==> config.mk <==
export PLATFORM = sky130hd
export DESIGN_NAME = fb_access_arbiter
export DESIGN_NICKNAME = d
export VERILOG_FILES = /design/src/rtl/fb_access_arbiter_pkg.sv /design/src/rtl/fb_write_queue.sv /design/src/rtl/fb_access_arbiter.sv
export SDC_FILE = /design/constraint.sdc
export NUM_CORES = 1
export LEC_CHECK = 0
export BUFFER_PORTS_ARGS = -buffer_cell sky130_fd_sc_hd__buf_2
export CAP_MARGIN = 20
export CORE_MARGIN = 5
export CORE_UTILIZATION = 40
export DETAILED_ROUTE_END_ITERATION = 16
export MAX_ROUTING_LAYER = met4
export PLACE_DENSITY = 0.57
export SETUP_SLACK_MARGIN = 0.5
export SLEW_MARGIN = 20
export SYNTH_ARGS = -nofsm -noshare
export SYNTH_HDL_FRONTEND = slang
export SYNTH_SLANG_ARGS = --single-unit
==> constraint.sdc <==
create_clock -name clk -period 9.24 [get_ports clk]
set_clock_uncertainty 0.15 [all_clocks]
set_input_delay 0.924 -clock clk [delete_from_list [all_inputs] [get_ports clk]]
set_output_delay 0.924 -clock clk [all_outputs]
set_load 0.02 [all_outputs]
==> src/rtl/fb_access_arbiter_pkg.sv <==
// Shared constants and types for the framebuffer access arbiter.
// The display geometry is fixed here; address and data widths are defaults for the top.
package fb_access_arbiter_pkg;

  localparam int H_ACTIVE    = 640;
  localparam int V_ACTIVE    = 480;
  localparam int FB_PIXELS   = H_ACTIVE * V_ACTIVE;
  localparam int FB_ADDR_W   = 19;
  localparam int FB_DATA_W   = 8;
  localparam int FB_WQ_DEPTH = 4;

  typedef enum logic [1:0] {
    ARB_IDLE  = 2'd0,
    ARB_DISP  = 2'd1,
    ARB_DRAIN = 2'd2
  } arb_state_t;

endpackage

==> src/rtl/fb_write_queue.sv <==
// Posted host-write FIFO holding {addr, data} entries.
// A push is visible at the head no earlier than the following cycle.
module fb_write_queue #(
  parameter int AW    = 19,
  parameter int DW    = 8,
  parameter int DEPTH = 4
) (
  input  logic          clk,
  input  logic          rst,
  input  logic          push_i,
  input  logic [AW-1:0] push_addr_i,
  input  logic [DW-1:0] push_data_i,
  input  logic          pop_i,
  output logic [AW-1:0] head_addr_o,
  output logic [DW-1:0] head_data_o,
  output logic          full_o,
  output logic          empty_o
);

  localparam int PW = $clog2(DEPTH);
  localparam int CW = PW + 1;

  logic [AW-1:0] addr_mem_q [DEPTH];
  logic [DW-1:0] data_mem_q [DEPTH];
  logic [PW-1:0] wr_ptr_q, wr_ptr_d;
  logic [PW-1:0] rd_ptr_q, rd_ptr_d;
  logic [CW-1:0] count_q, count_d;
  logic          do_push_s, do_pop_s;

  assign full_o      = (count_q == CW'(DEPTH));
  assign empty_o     = (count_q == CW'(0));
  assign do_push_s   = push_i && !full_o;
  assign do_pop_s    = pop_i && !empty_o;
  assign head_addr_o = addr_mem_q[rd_ptr_q];
  assign head_data_o = data_mem_q[rd_ptr_q];

  // Next-state pointers and occupancy; power-of-two depth gives natural wrap.
  always_comb begin
    wr_ptr_d = do_push_s ? (wr_ptr_q + PW'(1)) : wr_ptr_q;
    rd_ptr_d = do_pop_s  ? (rd_ptr_q + PW'(1)) : rd_ptr_q;
    case ({do_push_s, do_pop_s})
      2'b10:   count_d = count_q + CW'(1);
      2'b01:   count_d = count_q - CW'(1);
      default: count_d = count_q;
    endcase
  end

  // Entry storage; contents past the pointers are don't-care so no reset.
  always_ff @(posedge clk) begin
    if (do_push_s) begin
      addr_mem_q[wr_ptr_q] <= push_addr_i;
      data_mem_q[wr_ptr_q] <= push_data_i;
    end
  end

  // Pointer and occupancy registers; reset discards queued writes.
  always_ff @(posedge clk) begin
    if (rst) begin
      wr_ptr_q <= {PW{1'b0}};
      rd_ptr_q <= {PW{1'b0}};
      count_q  <= {CW{1'b0}};
    end else begin
      wr_ptr_q <= wr_ptr_d;
      rd_ptr_q <= rd_ptr_d;
      count_q  <= count_d;
    end
  end

endmodule

==> src/rtl/fb_access_arbiter.sv <==
// Single-port framebuffer arbiter: display reads win, posted host writes drain in blanking.
// Define FB_PAGE_SWAP_EN to enable front/back page double buffering.
module fb_access_arbiter
  import fb_access_arbiter_pkg::*;
#(
  parameter int ADDR_W   = FB_ADDR_W,
  parameter int DATA_W   = FB_DATA_W,
  parameter int WQ_DEPTH = FB_WQ_DEPTH
) (
  input  logic              clk,
  input  logic              rst,
  input  logic              active_video_area,
  input  logic [9:0]        x,
  input  logic [9:0]        y,
  input  logic              wr_valid,
  output logic              wr_ready,
  input  logic [ADDR_W-1:0] wr_addr,
  input  logic [DATA_W-1:0] wr_data,
  output logic              wr_oor,
  input  logic              swap_req,
  output logic              swap_ack,
  output logic              mem_en,
  output logic              mem_we,
  output logic [ADDR_W:0]   mem_addr,
  output logic [DATA_W-1:0] mem_wdata,
  input  logic [DATA_W-1:0] mem_rdata,
  output logic [DATA_W-1:0] pixel,
  output logic              pixel_valid
);

  localparam logic [ADDR_W-1:0] PIX_LIMIT = ADDR_W'(FB_PIXELS);

  arb_state_t        state_s;
  logic              full_s, empty_s, push_s, pop_s, head_oor_s;
  logic [ADDR_W-1:0] head_addr_s;
  logic [DATA_W-1:0] head_data_s;
  logic              disp_page_s, back_page_s;
  logic              rd_pend_q, rd_pend_d;
  logic              wr_oor_q, wr_oor_d;

  // Linear pixel address y*H_ACTIVE+x built from shifted copies of y.
  function automatic logic [ADDR_W-1:0] lin_addr(input logic [9:0] col, input logic [9:0] row);
    logic [ADDR_W-1:0] acc;
    acc = ADDR_W'(col);
    for (int i = 0; i < ADDR_W; i++) begin
      if (((H_ACTIVE >> i) & 1) != 0) begin
        acc = acc + (ADDR_W'(row) << i);
      end else begin
        acc = acc;
      end
    end
    return acc;
  endfunction

  fb_write_queue #(
    .AW    (ADDR_W),
    .DW    (DATA_W),
    .DEPTH (WQ_DEPTH)
  ) u_wq (
    .clk         (clk),
    .rst         (rst),
    .push_i      (push_s),
    .push_addr_i (wr_addr),
    .push_data_i (wr_data),
    .pop_i       (pop_s),
    .head_addr_o (head_addr_s),
    .head_data_o (head_data_s),
    .full_o      (full_s),
    .empty_o     (empty_s)
  );

  assign wr_ready   = !full_s;
  assign push_s     = wr_valid && !full_s;
  assign pop_s      = (state_s == ARB_DRAIN);
  assign head_oor_s = (head_addr_s >= PIX_LIMIT);

  // Per-cycle arbitration decision; display reads are never stalled.
  always_comb begin
    if (rst) begin
      state_s = ARB_IDLE;
    end else if (active_video_area) begin
      state_s = ARB_DISP;
    end else if (!empty_s) begin
      state_s = ARB_DRAIN;
    end else begin
      state_s = ARB_IDLE;
    end
  end

  // SRAM strobes; an out-of-range head is popped with no access.
  always_comb begin
    mem_en    = 1'b0;
    mem_we    = 1'b0;
    mem_addr  = {(ADDR_W+1){1'b0}};
    mem_wdata = {DATA_W{1'b0}};
    case (state_s)
      ARB_DISP: begin
        mem_en   = 1'b1;
        mem_addr = {disp_page_s, lin_addr(x, y)};
      end
      ARB_DRAIN: begin
        if (!head_oor_s) begin
          mem_en    = 1'b1;
          mem_we    = 1'b1;
          mem_addr  = {back_page_s, head_addr_s};
          mem_wdata = head_data_s;
        end else begin
          mem_en = 1'b0;
        end
      end
      default: begin
        mem_en = 1'b0;
      end
    endcase
  end

  assign rd_pend_d = (state_s == ARB_DISP);
  assign wr_oor_d  = wr_oor_q | ((state_s == ARB_DRAIN) && head_oor_s);

  // Read-pending and sticky out-of-range flags.
  always_ff @(posedge clk) begin
    if (rst) begin
      rd_pend_q <= 1'b0;
      wr_oor_q  <= 1'b0;
    end else begin
      rd_pend_q <= rd_pend_d;
      wr_oor_q  <= wr_oor_d;
    end
  end

  assign wr_oor      = wr_oor_q;
  assign pixel_valid = rd_pend_q;
  assign pixel       = rd_pend_q ? mem_rdata : {DATA_W{1'b0}};

`ifdef FB_PAGE_SWAP_EN
  logic disp_page_q, swap_pend_q, swap_ack_q;
  logic last_px_s, take_s;

  assign last_px_s = (state_s == ARB_DISP) && (x == 10'(H_ACTIVE - 1)) && (y == 10'(V_ACTIVE - 1));
  assign take_s    = last_px_s && swap_pend_q;

  // Page swap after the last pixel read; a request in the taking cycle is kept.
  always_ff @(posedge clk) begin
    if (rst) begin
      disp_page_q <= 1'b0;
      swap_pend_q <= 1'b0;
      swap_ack_q  <= 1'b0;
    end else begin
      disp_page_q <= disp_page_q ^ take_s;
      swap_ack_q  <= take_s;
      swap_pend_q <= take_s ? swap_req : (swap_pend_q | swap_req);
    end
  end

  assign disp_page_s = disp_page_q;
  assign back_page_s = ~disp_page_q;
  assign swap_ack    = swap_ack_q;
`else
  logic unused_swap_req_s;

  assign unused_swap_req_s = swap_req;
  assign disp_page_s       = 1'b0;
  assign back_page_s       = 1'b0;
  assign swap_ack          = 1'b0;
`endif

endmodule
* Word-level counts from Yosys, hierarchy flattened
Memory sizes are Yosys's and may differ from the RTL's. A register that Yosys moved wholly into a read port is not among the register bits.
Index checks and enable logic that the tools add are counted.
** Storage, ports and cells
- Register bits :: 9
- RAM bits :: 108
- Bits of input ports :: 60
- Output and inout port bits :: 42
- Word-level logic and storage cells :: 48
- Memories kept :: 2
** Memory list
- u_wq.addr_mem_q :: depth 4, width 19, rd ports 1, clocked after memory_dff 1, write ports 1, line fb_write_queue.sv:23 : logic [AW-1:0] addr_mem_q [DEPTH];
- u_wq.data_mem_q :: depth 4, width 8, rd ports 1, clocked after memory_dff 1, write ports 1, line fb_write_queue.sv:24 : logic [DW-1:0] data_mem_q [DEPTH];
** Cells by class
- Add/sub/neg operators :: 6
- $lt $le $gt $ge :: 1
- Equal/unequal tests :: 5
- Mux-type cells :: 20
- Bitwise gates (word level) :: 1
- Reduce and logical (&&, ||, !) cells :: 8
** Operator list (count)
- $mux W19 :: 3
- $pmux W19 S2 :: 1
- $mux W8 :: 3
- $add A19 B17 Y19 :: 1
- $add A19 B19 Y19 :: 1
- $ge A19 B19 Y1 const B :: 1
- $mux W2 :: 7
- $pmux W3 S2 :: 1
- $add A2 B1 Y2 const B :: 2
- $eq A2 B1 Y1 const B :: 2
- $eq A2 B2 Y1 const B :: 2
- $logic_and A1 B1 Y1 :: 4
- $mux W1 :: 4
- $add A3 B1 Y3 const B :: 1
- $eq A3 B3 Y1 const B :: 1
- $logic_not A3 Y1 :: 1
- $sub A3 B1 Y3 const B :: 1
- $logic_not A1 Y1 :: 2
- $pmux W1 S2 :: 1
- $reduce_bool A2 Y1 :: 1
- $or A1 B1 Y1 :: 1

* Longest topological paths before layout
Gate-level depths: netlist of run 1.
- Word-level depth :: 10
- Depth in mapped cells :: 12
- Mapped depth without buffers :: 12

* Modules after synthesis
Synthesis of run 1 repeated with hierarchy kept, for this count alone.
** Second synthesis, totals
- Cell total of the unflattened synthesis :: 338
- Area, all modules :: 5471.5 sq um
** Modules (own cells, without submodules)
- fb_write_queue :: instances 1, cells an instance 195, area each 4429.2 sq um, sequential area each 3423.3 sq um
- fb_access_arbiter :: instances 1, cells an instance 143, area each 1042.2 sq um, sequential area each 40.0 sq um

* Least setup slack after synthesis of run 1
Ideal clock, no wire load.
- Path kind :: in2out
- From :: in y[0]
- To :: out mem_addr[17]
- Arrival :: 3276 ps
- Data required time :: 8166 ps
- Setup slack :: 4890 ps
- Stages on the path :: 11
- Cells stage by stage :: ha_1 -> fa_1 -> a21oi_1 -> nand2b_1 -> xnor2_1 -> ha_1 -> nor2b_1 -> o31ai_1 -> a21oi_1 -> or3_1 -> nand3_1
** Between the ends
- Word-level cells in the longest chain between the ends :: 4
** RTL lines
- start: declaration :: line fb_access_arbiter.sv:14 : input logic [9:0] y,
- $add A19 B17 Y19 :: line fb_access_arbiter.sv:47 : acc = acc + (ADDR_W'(row) << i);
- $mux W19 :: line fb_access_arbiter.sv:96 : case (state_s)
- $add A19 B19 Y19 * :: line fb_access_arbiter.sv:47
- $pmux W19 S2 * :: line fb_access_arbiter.sv:96
- end: declaration :: line fb_access_arbiter.sv:24 : output logic [ADDR_W:0] mem_addr,
Every way passes the cells marked *; elsewhere a longest branch is shown, timed or not. The select of a mux whose other input is x is not followed.

* Worst setup path in the final report of run 1
Same ends and word-level chain as after synthesis.

==> results.md, run 1 <==
* Status: complete, no violations
* FFs w/ async S/R, synth at 0
* Grt ovf at 0
* Critical-path cell list: buf_2 > ha_1 > fa_1 > a21oi_1 > nand2b_1 > xnor2_1 > ha_1 > nor2b_1 > o31ai_1 > a21oi_1 > or3_1 > nand3_1 > buf_2
* RSZ-0062 raised after global routing: no
* CTS Buffer Depth at 2
* #FFs+latches synth at 119
* Leakage at 2.57 nW
* Share of post-route cells with drive strength above 1 at 0.345
* Top FF cell, synth: edfxtp_1
* Synthesized area at 5500 µm²
* Largest net degree at the start of global routing at 29
* Syn avg cell area at 15.8 µm²
* Yosys warns at 0
* Hpwl dp at 7490 µm
* Total die area at 16200 µm²
* Row count at 42
* HP Class: reg2reg
* First-pass DRT Iterations at 4
* # setup viols final at 0
* Worst-skew pair later-pin latency at 400 ps
* Clock slew seen by the registers of the worst setup and hold paths at 50 ps
* Setup Buffers After CTS at 0
* GRT Util Overall at 0.150
* Cells after DPL at 614
* NumNets Final at 537
* # H-tree levels at 4
* Core Area at 13300 µm²
* RD Place Congestion at 0.801
* Critical Path Fanout Max at 4
* Most common cell after layout, fill and taps aside: edfxtp_1
* Cts repair resizes at 0
* Req. time, crit path at 8170 ps
* Diodes inserted at 0
* Cts hold-fix bufs at 0
* Fillers at 1155
* Vias in the first global route at 3497
* Height of the chip at 127 µm
* IO Pins at 102
* Initial drt markers at 199
* Slew Viols, Final at 0
* Slew @ Worst Pin at 857 ps
* Max_slew headroom at 0.428
* Fin Setup TNS at 0 ps
* Die width at 127 µm
* CTS tree: yes
* Critical Path AT at 3830 ps
* Register Area at 3470 µm²
* Root Driver: clkbuf_16
* Layout area overhead at 22.5%
* DR vias at 3326
* Count of cell types in the netlist at 52
* DRC viols at 0
* Multi-input logic area at 1900 µm²
* Max-Cap Viols at 0
* Critical path type: in2out
* WHS at 311 ps
* Post-synth EDFFs at 108
* CTS buffer count at 17
* Clock Sinks at 119
* Non-filler cells, final at 646
* Wire per inst at 17.6 µm
* Antenna-violating nets left at 0
* # port buffers at 98
* CP max-delay cell: fa_1
* Final period utilization at 0.531
* Global-route wire length before repair at 18000 µm
* Mapped Cells at 349
* FMAX at 204 MHz
* Startpoint Class: input port
* Endpoints failing hold at 0
* Register area share after synthesis at 0.630
* Initial Utilization at 0.412
* Min Tclk post-route at 4910 ps
* Buf+Inv Stages, Crit Path at 2
* Total power at 1.51 mW
* Crit end category: output port
* Drt via density at 5.15
* Initial antenna violation count at 0
* Total wire length at 11300 µm
* PwrDens at 224 nW/µm²
* Slowest stage delay, CP at 400 ps
* Util after Layout at 0.505
* Most frequent cells in the layout: edfxtp_1 (108), buf_2 (98), mux4_2 (26)
* Delay-heaviest family, CP: adder cells
* Maximum VDD drop at 0.154 mV
==> cells in the mapped netlist, types with 2 or more instances <==
cell	count	area, µm²
a22o_1	12	105
nor3_1	2	10.0
o21ai_0	5	25.0
o21bai_1	2	15.0
buf_2	2	10.0
fa_1	3	60.1
a211oi_1	2	15.0
o211ai_1	2	15.0
dfxtp_1	11	220
a21oi_1	11	55.1
nand2b_1	4	25.0
buf_6	3	33.8
xor2_1	8	70.1
a21o_1	5	37.5
mux4_2	26	586
edfxtp_1	108	3240
nor4b_1	3	26.3
ha_1	17	213
mux2i_1	6	60.1
o2bb2ai_1	2	17.5
nor4_1	2	12.5
nand3_1	5	25.0
inv_1	14	52.6
and3_1	8	50.1
o21ai_1	4	20.0
or3_1	4	25.0
xnor2_1	6	52.6
nand2_1	8	30.0
nor2_1	14	52.6
clkbuf_1	7	26.3
mux2_2	2	22.5
a31oi_1	3	18.8
and2_1	18	113
buf_4	2	15.0
==> worst min-delay path, cell delays in order, from the launching register on <==
cell and delay [ps]:
dfxtp_1 300, inv_1 50, o22ai_1 60
==> area by class of cell <==
cell class | instances | share of cell area
clock buffers | 21 | 0.0654
inverters | 14 | 0.00780
multi-input cells | 202 | 0.282
well taps | 176 | 0.0327
clock inverters | 11 | 0.0195
repair buffers | 103 | 0.0784
flip-flops and latches | 119 | 0.515
==> layer usage <==
| layer | routed length, µm | global-route usage |
|---|---|---|
| met1 | 4640 | 0.176 |
| met2 | 5850 | 0.254 |
| met3 | 708 | 0.0380 |
| met4 | 136 | 0.0511 |
| met5 | 0 | - |
==> per-stage QoR <==
stage,setup WS [ps],area [µm²]
global route,4140,6740
global placement,4410,6160
floorplan,4890,5500
finish,4330,6740
detailed placement,4370,6160
CTS,4350,6740
==> worst paths after layout <==
kind / to / slack (ps) / start / depth (start not counted)
worst max-delay path: mem_addr[17] / 4330 / y[0] / 13
worst min-delay path: wr_oor / 310 / wr_oor / 2
worst max register to register: u_wq.count_q[2] / 6810 / u_wq.count_q[2] / 8
worst min register to register: wr_oor / 310 / wr_oor / 2
==> cells by family (layout without fill, tap and decap cells) <==
family / Yosys count / count (layout) / synth area share
xor gates and xnor gates: 14 / 14 / 0.0223
DFF: 119 / 119 / 0.630
AOI/OAI and AO/OA: 56 / 56 / 0.0721
muxes: 34 / 34 / 0.122
buffers and inverters: 29 / 149 / 0.0257
and+or+nand+nor: 76 / 76 / 0.0783
adders and majority gates: 20 / 20 / 0.0496
other: 1 / 2 / 0.000682
==> sequential cells by signal (all words and copies together), names as in the netlist, named ones only <==
signal / flops
u_wq.count_q: 3
pixel_valid: 1
u_wq.data_mem_q: 32
u_wq.addr_mem_q: 76
u_wq.wr_ptr_q: 2
wr_oor: 1
u_wq.rd_ptr_q: 2
==> power breakdown <==
| part | internal, mW | leakage, nW | switching, mW |
|---|---|---|---|
| Combinational | 0.101 | 1.20 | 0.126 |
| Clock | 0.419 | 0.282 | 0.210 |
| Sequential | 0.629 | 1.08 | 0.0220 |
Power figures use the tool's default switching activity.
==> run 2, diff against run 1 <==
==> constraint.sdc (replaced) <==
create_clock -name clk -period 4.9 [get_ports clk]
set_clock_uncertainty 0.15 [all_clocks]
set_input_delay 0.49 -clock clk [delete_from_list [all_inputs] [get_ports clk]]
set_output_delay 0.49 -clock clk [all_outputs]
set_load 0.02 [all_outputs]
==> run 2 against run 1 <==
Combinational power increased by 92%. Highest routed layer unchanged. First-iteration DRC count grew 3.0%. Utilization down 0.084 points. Critical endpoint is now mem_addr[18]. Register-to-register slack got worse by 4300 ps.
==> results.md, run 2 (synthesis results as in run 1) <==
* Critical path type: in2out
* Final period utilization at 0.818
* Largest register FFs at 76 (unchanged)
* Clock slew seen by the registers of the worst setup and hold paths at 50 ps (about the same)
* Critical Path Fanout Max at 7 (+3)
* Worst Setup SP: y[1]
* Max-Cap Viols at 0 (unchanged)
* Max_slew headroom at 0.415 (-0.0133)
* Slew @ Worst Pin at 877 ps (+19.9 ps)
* Register Area at 3460 µm² (about the same)
* Die width at 127 µm (unchanged)
* Setup Buffers After CTS at 0 (unchanged)
* Leading registers by flop count: u_wq.addr_mem_q x76, u_wq.data_mem_q x32, u_wq.count_q x3
* Row count at 42 (unchanged)
* Hold wc startpoint: wr_addr[13]
* Core Area at 13300 µm² (unchanged)
* RD Place Congestion at 0.813 (+1.5%)
* Startpoint Class: input port
* Status: complete, no violations
* Global-route wire length before repair at 18200 µm (+1.0%)
* DRC viols at 0 (unchanged)
* Cells after DPL at 616 (+0.33%)
* Seq pwr share at 0.438 (+0.006)
* # port buffers at 98 (unchanged)
* WHS at 146 ps (-165 ps)
* Vias in the first global route at 3499 (+0.057%)
* Sw frac at 0.244 (+0.00636)
* Initial antenna violation count at 1 (+1)
* PwrDens at 416 nW/µm² (+86%)
* FF-to-FF setup slack at 2490 ps (-4320 ps)
* Grt ovf at 0 (unchanged)
* Initial Utilization at 0.412 (unchanged)
* Fin Setup TNS at 0 ps (unchanged)
* DR vias at 3325 (-0.030%)
* Most flop-heavy register: u_wq.addr_mem_q
* First-pass DRT Iterations at 5 (+1)
* NumNets Final at 539 (+0.37%)
* Cts repair resizes at 0 (unchanged)
* Largest net degree at the start of global routing at 28 (-3.4%)
* CTS buffer count at 17 (unchanged)
* Post-route cell area at 6730 µm² (-0.17%)
* IO Pins at 102 (unchanged)
* Height of the chip at 127 µm (unchanged)
* Maximum VDD drop at 0.291 mV (+89%)
* Slew Viols, Final at 0 (unchanged)
* Most frequent cells in the layout: edfxtp_1 (108), buf_2 (98), mux4_2 (26)
* Worst-skew pair later-pin latency at 410 ps (about the same)
* Total die area at 16200 µm² (unchanged)
* Reg-to-reg startpoint: u_wq.count_q[0]
* Wire per inst at 17.8 µm (+1.7%)
* RSZ-0062 raised after global routing: no
* Share of post-route cells with drive strength above 1 at 0.343 (-0.00213)
* Req. time, crit path at 4260 ps (-3910 ps)
* Non-filler cells, final at 647 (+0.15%)
* Leakage at 2.55 nW (-0.52%)
* Layout area overhead at 22.3%
* Root Driver: clkbuf_16
* HP Class: in2reg
* # H-tree levels at 4 (unchanged)
* P_int at 2.12 mW (+84%)
* Drt via density at 5.14 (-0.18%)
* Antenna-violating nets left at 0 (unchanged)
* NetSw at 683 µW (+91%)
* Initial drt markers at 205 (+3.0%)
* Multi-input logic area at 1900 µm² (unchanged)
* Final WS setup at 890 ps (-3440 ps)
* Most common cell after layout, fill and taps aside: edfxtp_1
* Clock Sinks at 119 (unchanged)
* FMAX at 249 MHz
* Fillers at 1161 (+0.52%)
* Pre-CTS WS at 891 ps (-3480 ps)
* Min Tclk post-route at 4010 ps
* Crit end category: output port
* CTS Buffer Depth at 2 (unchanged)
* Total wire length at 11500 µm (+1.8%)
* Path depth of the worst reg2reg path at 8 (unchanged)
* # setup viols final at 0 (unchanged)
* Cts hold-fix bufs at 0 (unchanged)
* CTS tree: yes
* GRT Util Overall at 0.154 (+0.00390)
* Placed cell areas at 6180 µm² (+0.24%)
* Hold Path Stages at 1 (-1)
* Critical Path AT at 3370 ps (-460 ps)
* Comb pwr share at 0.156 (+0.005)
* Clock Power Share at 0.407 (-0.010)
* Hpwl dp at 7690 µm (+2.7%)
* Endpoints failing hold at 0 (unchanged)
[run 2: cell count changes in the layout (fill, tap and decap cells not counted)]
cell / previous run / this run
clkinv_2: 6 / 1
buf_4: 5 / 7
clkinv_4: 0 / 2
bufinv_16: 3 / 2
clkinv_1: 1 / 2
clkinvlp_4: 1 / 2
dfxtp_2: 0 / 1
dfxtp_4: 1 / 0
diode_2: 0 / 1
[run 2: worst paths after layout]
path,endpoint
worst max register to register,u_wq.count_q[2]
worst max-delay path,mem_addr[18]
worst min-delay path,u_wq.addr_mem_q[3][13]
worst min register to register,wr_oor
[run 2: per-stage QoR]
step           power [mW]  utilization
6_report             2.80        0.504
5_1_grt              2.93        0.504
4_1_cts              2.84        0.504
3_5_place_dp         1.69        0.463
3_3_place_gp         1.68        0.463
2_1_floorplan        1.54            -
[run 2: power groups by stage]
stage          Clock [mW]  Sequential (mW)  Combinational (mW)
4_1_cts              1.17             1.23               0.444
3_5_place_dp            0             1.25               0.442
5_1_grt              1.21             1.23               0.483
3_3_place_gp            0             1.24               0.434
6_report             1.14             1.22               0.436
2_1_floorplan           0             1.22               0.321
[run 2: area by class of cell]
class	count	area share
antenna	1	0.000372
clock buffer	21	0.0655
clock inverter	9	0.0156
inverter	14	0.00781
multi-input combinational	202	0.282
sequential	119	0.515
tap	176	0.0327
timing repair buffer	105	0.0807
[run 2: routing by layer]
layer	global-route usage	vias up	wire [µm]
li1	-	1583	-
met1	0.182	1633	4770
met2	0.246	102	5820
met3	0.0526	7	845
met4	0.0574	0	115
met5	-	-	0
[run 2: worst max-delay path, stage by stage]
cell      delay, ps
buf_2           130
ha_1            290
a21o_1          180
a21oi_1         330
nor2_1          110
and3_1          210
xor2_1          140
ha_1            410
nand3_1         140
nor4b_1         280
nor2_1          100
mux2_2          280
o211ai_1         90
buf_2           200
==> run 3, diff against run 2 <==
--- a/config.mk
+++ b/config.mk
@@ -11,7 +11,7 @@
 export CORE_UTILIZATION = 40
 export DETAILED_ROUTE_END_ITERATION = 16
 export MAX_ROUTING_LAYER = met4
-export PLACE_DENSITY = 0.57
+export PLACE_DENSITY = 0.59
 export SETUP_SLACK_MARGIN = 0.5
 export SLEW_MARGIN = 20
 export SYNTH_ARGS = -nofsm -noshare
==> constraint.sdc (replaced) <==
create_clock -name clk -period 3.5 [get_ports clk]
set_clock_uncertainty 0.15 [all_clocks]
set_input_delay 0.35 -clock clk [delete_from_list [all_inputs] [get_ports clk]]
set_output_delay 0.35 -clock clk [all_outputs]
set_load 0.02 [all_outputs]
==> run 3 against run 2 <==
Non-clock buffer count increased by 25. Final cell count increased by 4.5%. Sequential power grew 39%. Global-route usage increased by 1.4 points. Sequential cell count stayed put. Hold slack worse by 130 ps. Setup slack got worse by 700 ps. Total power is 55% higher. Clock-buffer cell count fell by 2. Critical endpoint unchanged. Highest routed layer unchanged.
==> results.md, run 3 (synthesis results as in run 1) <==
* Hold wc startpoint: wr_addr[1]
* CTS tree: yes
* Max-Cap Viols at 0 (unchanged)
* Max_slew headroom at 0.463 (+0.0478)
* Post-route cell area at 7530 µm² (+12%)
* Clock Sinks at 119 (unchanged)
* Slew Viols, Final at 0 (unchanged)
* Global-route wire length before repair at 20100 µm (+11%)
* IO Pins at 102 (unchanged)
* Root Driver: clkbuf_16
* Most common cell after layout, fill and taps aside: edfxtp_1
* Maximum VDD drop at 0.321 mV (+10%)
* Total wire length at 12900 µm (+12%)
* Worst-skew pair later-pin latency at 400 ps (about the same)
* Initial drt markers at 239 (+17%)
* Grt ovf at 0 (unchanged)
* Util after Layout at 0.564 (+0.0599)
* WHS at 18.1 ps (-128 ps)
* PwrDens at 578 nW/µm² (+39%)
* Layout area overhead at 36.9%
* Drt via density at 5.31 (+3.3%)
* Pre-CTS WS at 19.7 ps (-872 ps)
* Non-filler cells, final at 676 (+4.5%)
* Total die area at 16200 µm² (unchanged)
* CTS buffer count at 17 (unchanged)
* Most flop-heavy register: u_wq.addr_mem_q
* RSZ-0062 raised after global routing: yes
* Hold Path Stages at 1 (unchanged)
* Total power at 4.35 mW (+55%)
* Largest net degree at the start of global routing at 28 (unchanged)
* # H-tree levels at 4 (unchanged)
* Die width at 127 µm (unchanged)
* Row count at 42 (unchanged)
* Path depth of the worst reg2reg path at 10 (+2)
* DRC viols at 0 (unchanged)
* Leakage at 2.85 nW (+11%)
* Clock slew seen by the registers of the worst setup and hold paths at 50 ps (about the same)
* DR vias at 3587 (+7.9%)
* GRT Util Overall at 0.168 (+0.0136)
* Final period utilization at 0.946
* Min Tclk post-route at 3310 ps
* FF-to-FF setup slack at 1120 ps (-1370 ps)
* Hpwl dp at 8120 µm (+5.5%)
* Largest register FFs at 76 (unchanged)
* Reg-to-reg endpoint: u_wq.count_q[2]
* HP Class: in2reg
* # port buffers at 98 (unchanged)
* Status: complete, no violations
* NumNets Final at 567 (+5.2%)
* Vias in the first global route at 3802 (+8.7%)
* Most frequent cells in the layout: edfxtp_1 (108), buf_2 (67), buf_4 (35)
* Final WS setup at 189 ps (-700 ps)
* Initial Utilization at 0.412 (unchanged)
* Startpoint Class: input port
* CTS Buffer Depth at 2 (unchanged)
* FMAX at 302 MHz
* Critical path type: in2out
* Wire per inst at 19.1 µm (+7.2%)
* Critical Path AT at 2810 ps (-560 ps)
* Slowest stage delay, CP at 360 ps (-50 ps)
* Share of post-route cells with drive strength above 1 at 0.469 (+0.126)
* Height of the chip at 127 µm (unchanged)
* Req. time, crit path at 3000 ps (-1260 ps)
* Antenna-violating nets left at 0 (unchanged)
* Critical-path cell list: buf_8 > ha_4 > fa_2 > a21oi_4 > buf_6 > nor2_2 > xor2_1 > ha_1 > a21o_1 > a21oi_2 > nand4b_1 > mux2_4 > o211ai_1 > buf_4
* Cells after DPL at 620 (+0.65%)
* Slew @ Worst Pin at 805 ps (-71.7 ps)
* CP max-delay cell: fa_2
* Leading registers by flop count: u_wq.addr_mem_q x76, u_wq.data_mem_q x32, u_wq.count_q x3
* Hold EP: u_wq.addr_mem_q[2][1]
* First-pass DRT Iterations at 4 (-1)
* Core Area at 13300 µm² (unchanged)
* Endpoints failing hold at 0 (unchanged)
* Placed cell areas at 6300 µm² (+2.0%)
* Critical Path Fanout Max at 3 (-4)
* Reg-to-reg startpoint: u_wq.count_q[0]
* Fin Setup TNS at 0 ps (unchanged)
* RD Place Congestion at 0.831 (+2.3%)
* Crit end category: output port
* Initial antenna violation count at 1 (unchanged)
* Fillers at 1068 (-8.0%)
* # setup viols final at 0 (unchanged)
-- run 3: cell types whose count changed in the layout (fill, tap and decap cells not counted), moves of 4 or more --
cell | before | now
a21oi_2 | 0 | 4
buf_4 | 7 | 35
and2_1 | 18 | 11
buf_6 | 0 | 23
and2_4 | 0 | 7
ha_4 | 0 | 6
clkinv_2 | 1 | 5
buf_2 | 98 | 67
ha_1 | 17 | 10
a21oi_1 | 11 | 5
-- run 3: area by class of cell --
| cell class | instances | area, µm² | share of cell area |
|---|---|---|---|
| Inverter | 14 | 52.6 | 0.00698 |
| Clock buffer | 19 | 433 | 0.0575 |
| Multi-Input combinational cell | 205 | 2240 | 0.298 |
| Timing Repair Buffer | 130 | 922 | 0.123 |
| Tap cell | 176 | 220 | 0.0293 |
| Clock inverter | 12 | 183 | 0.0243 |
| Sequential cell | 119 | 3470 | 0.461 |
| Antenna cell | 1 | 2.50 | 0.000333 |
-- run 3: power breakdown --
part / internal [mW] / switching, mW
sequential: 1.66 / 0.0394
combinational: 0.400 / 0.439
clock: 1.25 / 0.565
total: 3.31 / 1.04
-- run 3: worst max-delay path, delay by kind of cell --
family,cells,cell delay [ps]
XOR/XNOR,1,160
buffers and inverters,3,390
adder cells (fa/ha/maj),3,830
AO/OA/AOI/OAI,4,630
AND/OR/NAND/NOR,2,160
multiplexers,1,300
-- run 3: metal layers --
layer / global-route usage / part of all wire / up-vias
met1: 0.212 / 0.44 / 1802
met5: - / 0 / -
met4: 0.0467 / 0.0094 / 0
li1: - / - / 1650
met3: 0.0488 / 0.064 / 12
met2: 0.266 / 0.49 / 123
-- run 3: worst max path at each step --
stage / start / end / slack [ps] / cells after the start
floorplan: y[1] / mem_addr[18] / 420 / 12
global placement: y[0] / mem_addr[17] / 60 / 13
detailed placement: y[0] / mem_addr[17] / 20 / 13
CTS: x[8] / mem_addr[18] / 200 / 14
global route: x[8] / mem_addr[18] / 90 / 15
finish: y[0] / mem_addr[18] / 190 / 14
-- run 3: timing repair --
item / CTS / global route
setup buffers: 14 / 5
hold buffers: 2 / 0
cloned: 3 / 0
gates resized for setup: 47 / 56
endpoints found under the hold margin: 8 / 0
setup endpoints to repair: 29 / 28
pin swaps: 39 / 35
